<file path="config.mk">
export PLATFORM = sky130hd
export DESIGN_NAME = mem_port_arbiter
export DESIGN_NICKNAME = d
export VERILOG_FILES = /design/src/rtl/mem_port_arbiter.sv
export SDC_FILE = /design/constraint.sdc
export NUM_CORES = 1
export LEC_CHECK = 0
export BUFFER_PORTS_ARGS = -buffer_cell sky130_fd_sc_hd__buf_2
export CORE_AREA = 2 2 109 111
export CTS_BUF_LIST = sky130_fd_sc_hd__clkbuf_4 sky130_fd_sc_hd__clkbuf_8 sky130_fd_sc_hd__clkbuf_16
export DETAILED_ROUTE_END_ITERATION = 8
export DIE_AREA = 0 0 111 113
export HOLD_SLACK_MARGIN = 0.08
export MAX_ROUTING_LAYER = met4
export PLACE_DENSITY = 0.54
export SLEW_MARGIN = 20
export SYNTH_ARGS = -nofsm -noshare
export SYNTH_HDL_FRONTEND = slang
export SYNTH_SLANG_ARGS = --single-unit
</file>
<file path="constraint.sdc">
create_clock -name clk -period 3.1 [get_ports clk]
set_clock_uncertainty 0.15 [all_clocks]
set_input_delay 0.465 -clock clk [delete_from_list [all_inputs] [get_ports clk]]
set_output_delay 0.465 -clock clk [all_outputs]
set_load 0.05 [all_outputs]
</file>
<file path="src/rtl/mem_port_arbiter.sv">
// Arbitrates the CPU fetch and data requesters onto one SRAM-like memory port and
// routes in-order responses back via an owner FIFO. Define MEM_ARB_RR_EN for round-robin.
module mem_port_arbiter #(
    parameter int OUTSTANDING = 4,
    parameter int OID_W       = 2
) (
    input  logic        clk,
    input  logic        reset,
    input  logic        inst_req,
    input  logic [31:0] inst_addr,
    output logic        inst_addr_ok,
    output logic        inst_data_ok,
    output logic [31:0] inst_rdata,
    input  logic        data_req,
    input  logic        data_wr,
    input  logic [1:0]  data_size,
    input  logic [3:0]  data_wstrb,
    input  logic [31:0] data_addr,
    input  logic [31:0] data_wdata,
    output logic        data_addr_ok,
    output logic        data_data_ok,
    output logic [31:0] data_rdata,
    output logic        mem_req,
    output logic        mem_wr,
    output logic [1:0]  mem_size,
    output logic [3:0]  mem_wstrb,
    output logic [31:0] mem_addr,
    output logic [31:0] mem_wdata,
    input  logic        mem_addr_ok,
    input  logic        mem_data_ok,
    input  logic [31:0] mem_rdata
);

    localparam logic [1:0] IDLE   = 2'd0;
    localparam logic [1:0] HOLD_I = 2'd1;
    localparam logic [1:0] HOLD_D = 2'd2;

    localparam logic [OID_W:0] FULL_CNT = (OID_W+1)'(OUTSTANDING);

    logic [1:0]       state_q, state_d;
    logic [OID_W:0]   count_q, count_d;
    logic [OID_W-1:0] wr_ptr_q, rd_ptr_q;
    logic             owner_q [OUTSTANDING];

    logic full, empty, grant_inst, grant_data, accept, pop;

`ifdef MEM_ARB_RR_EN
    logic last_grant_q;  // 1 = data won the last accepted address phase
`endif

    assign full  = (count_q == FULL_CNT);
    assign empty = (count_q == '0);

    // NOTE: every signal written in always_comb gets a default first, so no latch is inferred.
    always_comb begin
        grant_inst = 1'b0;
        grant_data = 1'b0;
        case (state_q)
            IDLE: begin
                if (!full) begin
`ifdef MEM_ARB_RR_EN
                    if (data_req && inst_req) begin
                        grant_data = !last_grant_q;
                        grant_inst = last_grant_q;
                    end else begin
                        grant_data = data_req;
                        grant_inst = inst_req && !data_req;
                    end
`else
                    grant_data = data_req;
                    grant_inst = inst_req && !data_req;
`endif
                end
            end
            HOLD_I:  grant_inst = 1'b1;
            HOLD_D:  grant_data = 1'b1;
            default: ;
        endcase
    end

    assign mem_req = ((grant_inst && inst_req) || (grant_data && data_req)) && !full && !reset;
    assign accept  = mem_req && mem_addr_ok;

    always_comb begin
        mem_wr    = 1'b0;
        mem_size  = 2'd0;
        mem_wstrb = 4'd0;
        mem_addr  = 32'd0;
        mem_wdata = 32'd0;
        if (grant_data) begin
            mem_wr    = data_wr;
            mem_size  = data_size;
            mem_wstrb = data_wstrb;
            mem_addr  = data_addr;
            mem_wdata = data_wdata;
        end else if (grant_inst) begin
            mem_size  = 2'd2;
            mem_addr  = inst_addr;
        end
    end

    assign inst_addr_ok = accept && grant_inst;
    assign data_addr_ok = accept && grant_data;

    // Responses with nothing outstanding are stray and must not pop.
    assign pop          = mem_data_ok && !empty && !reset;
    assign inst_data_ok = pop && !owner_q[rd_ptr_q];
    assign data_data_ok = pop && owner_q[rd_ptr_q];
    assign inst_rdata   = mem_rdata;
    assign data_rdata   = mem_rdata;

    always_comb begin
        state_d = state_q;
        case (state_q)
            IDLE:    if (mem_req && !mem_addr_ok) state_d = grant_data ? HOLD_D : HOLD_I;
            HOLD_I:  if (!inst_req || mem_addr_ok) state_d = IDLE;
            HOLD_D:  if (!data_req || mem_addr_ok) state_d = IDLE;
            default: state_d = IDLE;
        endcase
    end

    always_comb begin
        count_d = count_q;
        case ({accept, pop})
            2'b10:   count_d = count_q + 1'b1;
            2'b01:   count_d = count_q - 1'b1;
            default: ;
        endcase
    end

    always_ff @(posedge clk) begin
        if (reset) begin
            state_q  <= IDLE;
            count_q  <= '0;
            wr_ptr_q <= '0;
            rd_ptr_q <= '0;
        end else begin
            state_q  <= state_d;
            count_q  <= count_d;
            wr_ptr_q <= wr_ptr_q + OID_W'(accept);
            rd_ptr_q <= rd_ptr_q + OID_W'(pop);
        end
    end

    // NOTE: the owner storage has no reset; an entry is only read after its push writes it.
    always_ff @(posedge clk) begin
        if (accept) owner_q[wr_ptr_q] <= grant_data;
    end

`ifdef MEM_ARB_RR_EN
    always_ff @(posedge clk) begin
        if (reset)       last_grant_q <= 1'b1;
        else if (accept) last_grant_q <= grant_data;
    end
`endif

endmodule
</file>
==> results.yml, run 1 <==
synth:
  synth.top_cell.area_share_pct: 26.85
  synth-seq-cells: 13
  ys_types: 36
  synth_top_area_cell: "buf_4"
  synth.area.top_cells: "buf_4, a22o_1, and2_1"
  yosysSeqAreaShare_pct: 16.78
  postSynthAreaPerCell_um2: 8.561
  synth_warnings: 0
  syn_inst: 209
  netlist_area_um2: 1789
  syn-num-nets: 354
timing:
  worst_pin_slew_ns: 0.4046
  rsz0062_at_grt: "false"
  finalSetupViolations: 0
  slew_headroom_pct: 72.97
  hold_violations: 0
  period_needed_ns: 2.588
  drv_slew: 0
  fin_ws_ns: 0.5119
  period_share_pct: 83.49
  final.setup.tns_ns: 0
  max_freq_mhz: 386.4
clock_tree:
  numCtsBuffers: 3
  clock-sinks: 13
  cts_max_path_buffers: 2
  root_buffer: "clkbuf_16"
  h-tree-depth: 1
  cts_tree: "done"
  clk_pin_slew_ns: 0.05
  ctsResizeCount: 0
  clk_latency_ns: 0.24
  postCtsSetupRepairBufs: 0
  postCtsHoldBufs: 0
routing:
  drtAntennaViolNets: 0
  via_count: 1834
  wl_per_cell_um: 15.44
  drc: 0
  first_pass_iters: 4
  drt-total-wl_mm: 7.212
  drt-initial-drc-count: 69
  viasPerCell: 3.927
placement:
  gp_congestion: 0.7898
  port_buffers: 184
  dp.final_hpwl_mm: 6.472
  place_ws_ns: 0.5073
finish:
  area_growth_pct: 36.50
  final_layout_size_suffix_gt1_share_pct: 62.04
  fillers: 1257
  diodes: 0
  final_nets: 470
  final_common_cell: "buf_2"
  final_cell_mix: "buf_2, and2_1, a22o_1"
setup_path:
  arrival_ns: 1.97
  reg2reg_from: "count_q[0]"
  slowest_stage: "dfxtp_1"
  crit_chain: "nor3b_2 > o32ai_4 > buf_4 > a22o_1 > buf_2"
  worstSetupEndpointType: "output pin"
  critical_path_class: "register to output pin"
  worstPathRequired_ns: 2.48
  cpLargestDelayFamily: "buffers and inverters"
  crit_path_start_kind: "register"
  worstSetupStartpoint: "count_q[0]"
  path_buf_inv: 2
  max_stage_delay_ns: 0.45
  path_max_fanout: 34
pwr:
  cellLeakagePower_uw: 0.001306
  power.density_nw_per_um2: 437.5
  ir_drop_uv: 208.7
min_path:
  min-delay-start: "mem_addr_ok"
  hp-class: "input port to register"
floorplan:
  boundaryPins: 281
  die_h_um: 113
  dieArea_um2: 12540
  initial_core_util_pct: 15.87
  fp-row-count: 39
  core-area_um2: 11270
  fp.dieW_um: 111
flow_run:
  drv_cap: 0
grt:
  gr-total-overflow: 0
  antenna_found_initial: 0
  grt_max_degree: 43
  grt_pass1_wl_mm: 10.27
  grt_pass1_vias: 1802
  grt_util_all_layers_pct: 10.69
status:
  status: "finished, final reports clean"
[worst reg2reg max path: stages, from the launching register on]
cell,delay [ns]
dfxtp_1,0.37
nor3b_2,0.37
a2111o_1,0.31
ha_1,0.25
inv_1,0.06
fa_1,0.37
xor2_1,0.18
or3_1,0.31
a21oi_1,0.14
[state kept, by name, summed over array words and instances, names as in the netlist]
register / cells
owner_q: 4
count_q: 3
rd_ptr_q: 2
state_q: 2
wr_ptr_q: 2
[cells in the mapped netlist, drive strengths merged]
cell type,n
buf,72
and2,39
a22o,32
dfxtp,9
nor2,7
inv,6
clkbuf,4
edfxtp,4
nor3b,4
ha,3
nor2b,3
nor3,3
a21oi,2
nand2b,2
xnor2,2
xor2,2
a2111o,1
a2111oi,1
a211oi,1
a21o,1
and2b,1
fa,1
mux4,1
nand2,1
nor4,1
nor4b,1
o21ai,1
o21bai,1
o32ai,1
or2,1
or3,1
[cell type report]
class / instances / area (um2) / area share [%]
flip-flops and latches: 13 / 300.3 / 12.30
inverters: 6 / 22.52 / 0.9221
multi-input cells: 114 / 917.1 / 37.55
well taps: 143 / 178.9 / 7.326
clock inverters: 1 / 5.005 / 0.2049
clock buffers: 3 / 75.07 / 3.074
repair buffers: 187 / 943.4 / 38.63
[where the power goes]
group	internal (uW)	switching [uW]
sequential	185	10.5
clock	172	73.4
combinational	181	447
total	538	531
[layer usage]
metal | GRT usage (%) | routed length, um
met1 | 11.02 | 2517
met4 | 1.833 | 56
met5 | - | 0
met2 | 20.57 | 3962
met3 | 2.892 | 676
[path summary, 6_finish.rpt]
check	endpoint	slack, ns	cells after the start
worst max-delay path	mem_addr[4]	0.51	5
worst min-delay path	state_q[0]	0.28	2
worst max register to register	count_q[2]	0.53	8
worst min register to register	count_q[2]	0.37	2
[kinds of logic after synthesis]
group	Yosys count	share of synthesized area, %
buffers and inverters	82	32.24
and+or+nand+nor	64	23.78
AOI/OAI and AO/OA	41	20.77
DFF	13	16.78
xor gates and xnor gates	4	1.958
adders and majority gates	4	3.217
muxes	1	1.259
[through the flow]
stage,hold WS [ns],power [uW],util (%),area (um2),cells
floorplan,0.3295,870.6,-,1789,209
finish,0.2844,1069,21.67,2442,467
detailed placement,0.3576,835.0,20.96,2362,463
CTS,0.2782,1087,21.67,2442,467
global route,0.2947,1118,21.67,2442,467
global placement,0.3500,831.4,20.96,2362,463
Power figures use the tool's default switching activity.
==> run 2, diff against run 1 <==
==> constraint.sdc (replaced) <==
create_clock -name clk -period 2.4 [get_ports clk]
set_clock_uncertainty 0.15 [all_clocks]
set_input_delay 0.36 -clock clk [delete_from_list [all_inputs] [get_ports clk]]
set_output_delay 0.36 -clock clk [all_outputs]
set_load 0.05 [all_outputs]
==> run 2 against run 1 <==
Critical path type unchanged; largest cell class unchanged; cell count up 3.2%; power up 38%; global-route usage down 1.7 points.
==> results.yml, run 2 (synthesized netlist as in run 1, its figures left out) <==
status:
  status: "finished, final reports clean"
timing:
  worst_pin_slew_ns: 0.3754
  rsz0062_at_grt: "true"
  hold_violations: 0
  max_freq_mhz: 430.2
  drv_slew: 0
  fin_ws_ns: 0.07540
  finalSetupViolations: 0
  slew_headroom_pct: 74.96
  period_needed_ns: 2.325
  period_share_pct: 96.86
finish:
  multi_input_area_um2: 962.2
  final_common_cell: "buf_2"
  area_growth_pct: 53.78
  fillers: 1222
  fin_util_pct: 24.41
  largest_reg_flops: 4
  largest-register: "owner_q"
  final_cell_mix: "buf_2, and2_1, a22o_1"
  reg_top3: "owner_q: 4 flops, count_q: 3 flops"
  diodes: 0
  final_layout_size_suffix_gt1_share_pct: 66.08
  final-seq-area_um2: 307.8
  final_nets: 485
routing:
  drtAntennaViolNets: 0
  first_pass_iters: 4
  drt-total-wl_mm: 6.148
  via_count: 1881
  wl_per_cell_um: 12.76
  drt-initial-drc-count: 67
  viasPerCell: 3.902
  drc: 0
grt:
  gr-total-overflow: 0
  grt_max_degree: 35
  grt_pass1_vias: 1780
  grt_util_all_layers_pct: 8.956
  grt_pass1_wl_mm: 8.873
  antenna_found_initial: 0
min_path:
  holdPathEnd: "state_q[1]"
  min-delay-start: "mem_addr_ok"
  whs_path_depth: 2
  hp-class: "input port to register"
pwr:
  ir_drop_uv: 360.5
  report.power.total_uw: 1471
  power.density_nw_per_um2: 534.6
  cellLeakagePower_uw: 0.001432
flow_run:
  drv_cap: 0
clock_tree:
  numCtsBuffers: 3
  postCtsHoldBufs: 0
  h-tree-depth: 1
  clk_latency_ns: 0.24
  clk_pin_slew_ns: 0.04
  clock-sinks: 13
  cts_tree: "done"
  root_buffer: "clkbuf_16"
  cts_max_path_buffers: 2
setup_path:
  path_max_fanout: 34
  crit_path_start_kind: "register"
  max_stage_delay_ns: 0.34
  timing.rr.end: "count_q[2]"
  rrSetupSlack_ns: 0.15
  arrival_ns: 1.81
  rr_worst_depth: 9
  crit_chain: "nor3b_4 > buf_4 > o32ai_4 > buf_12 > a22o_1 > buf_2"
  worstPathRequired_ns: 1.89
  reg2reg_from: "count_q[0]"
  slowest_stage: "dfxtp_1"
  worstSetupEndpointType: "output pin"
  critical_path_class: "register to output pin"
placement:
  gp_congestion: 0.7462
  port_buffers: 184
  dp.final_hpwl_mm: 4.869
  place_ws_ns: -0.1857
floorplan:
  fp.dieW_um: 111
  boundaryPins: 281
  core-area_um2: 11270
  fp-row-count: 39
  dieArea_um2: 12540
  initial_core_util_pct: 15.87
  die_h_um: 113
[run 2: routing by layer]
| metal | routed length [um] | track usage [%] | vias up |
|---|---|---|---|
| met3 | 530 | 2.410 | 35 |
| met5 | 0 | - | - |
| met1 | 2175 | 9.272 | 839 |
| met4 | 308 | 5.083 | 0 |
| met2 | 3133 | 15.46 | 99 |
| li1 | - | - | 908 |
[run 2: worst max path at each step]
stage          cells after the start        from       endpoint
2_1_floorplan                      9  count_q[0]     count_q[2]
5_1_grt                            7  state_q[1]   mem_addr[13]
3_5_place_dp                       6    data_req  mem_wdata[28]
3_3_place_gp                       6    data_req   mem_wdata[4]
4_1_cts                            6  state_q[1]   mem_addr[23]
6_report                           6  count_q[2]   mem_addr[13]
[run 2: report_power, final]
| part | switching, uW | internal [uW] | total [uW] |
|---|---|---|---|
| logic | 587 | 305 | 892 |
| registers | 12.9 | 239 | 252 |
| clock network | 91.3 | 235 | 327 |
| total | 691 | 780 | 1470 |
[run 2: critical path: cells and delay by family, from the launching register on]
kind	cells	cell delay [ns]
AOI/OAI and AO/OA	2	0.43
buffers and inverters	3	0.62
DFF	1	0.34
and+or+nand+nor	1	0.17
[run 2: cell type report]
type	count	share of cell area, %
timing repair buffer	201	43.52
multi-input combinational	115	34.97
sequential	13	11.19
tap	143	6.503
clock buffer	4	3.001
inverter	6	0.8186
[run 2: what timing repair did]
item,CTS,global route
gates cloned,1,0
setup buffers,3,3
endpoints found under the setup margin,72,63
gates resized for setup,6,48
pin swaps,2,3
[run 2: through the flow]
| stage | cell area, um2 | hold slack [ns] | setup TNS, ns | cells |
|---|---|---|---|---|
| floorplan | 1794 | 0.2860 | 0 | 209 |
| global placement | 2470 | 0.3616 | -3.313 | 471 |
| detailed placement | 2470 | 0.3693 | -5.446 | 471 |
| CTS | 2608 | 0.1653 | -2.396 | 479 |
| global route | 2751 | 0.1797 | 0 | 482 |
| finish | 2751 | 0.1735 | 0 | 482 |
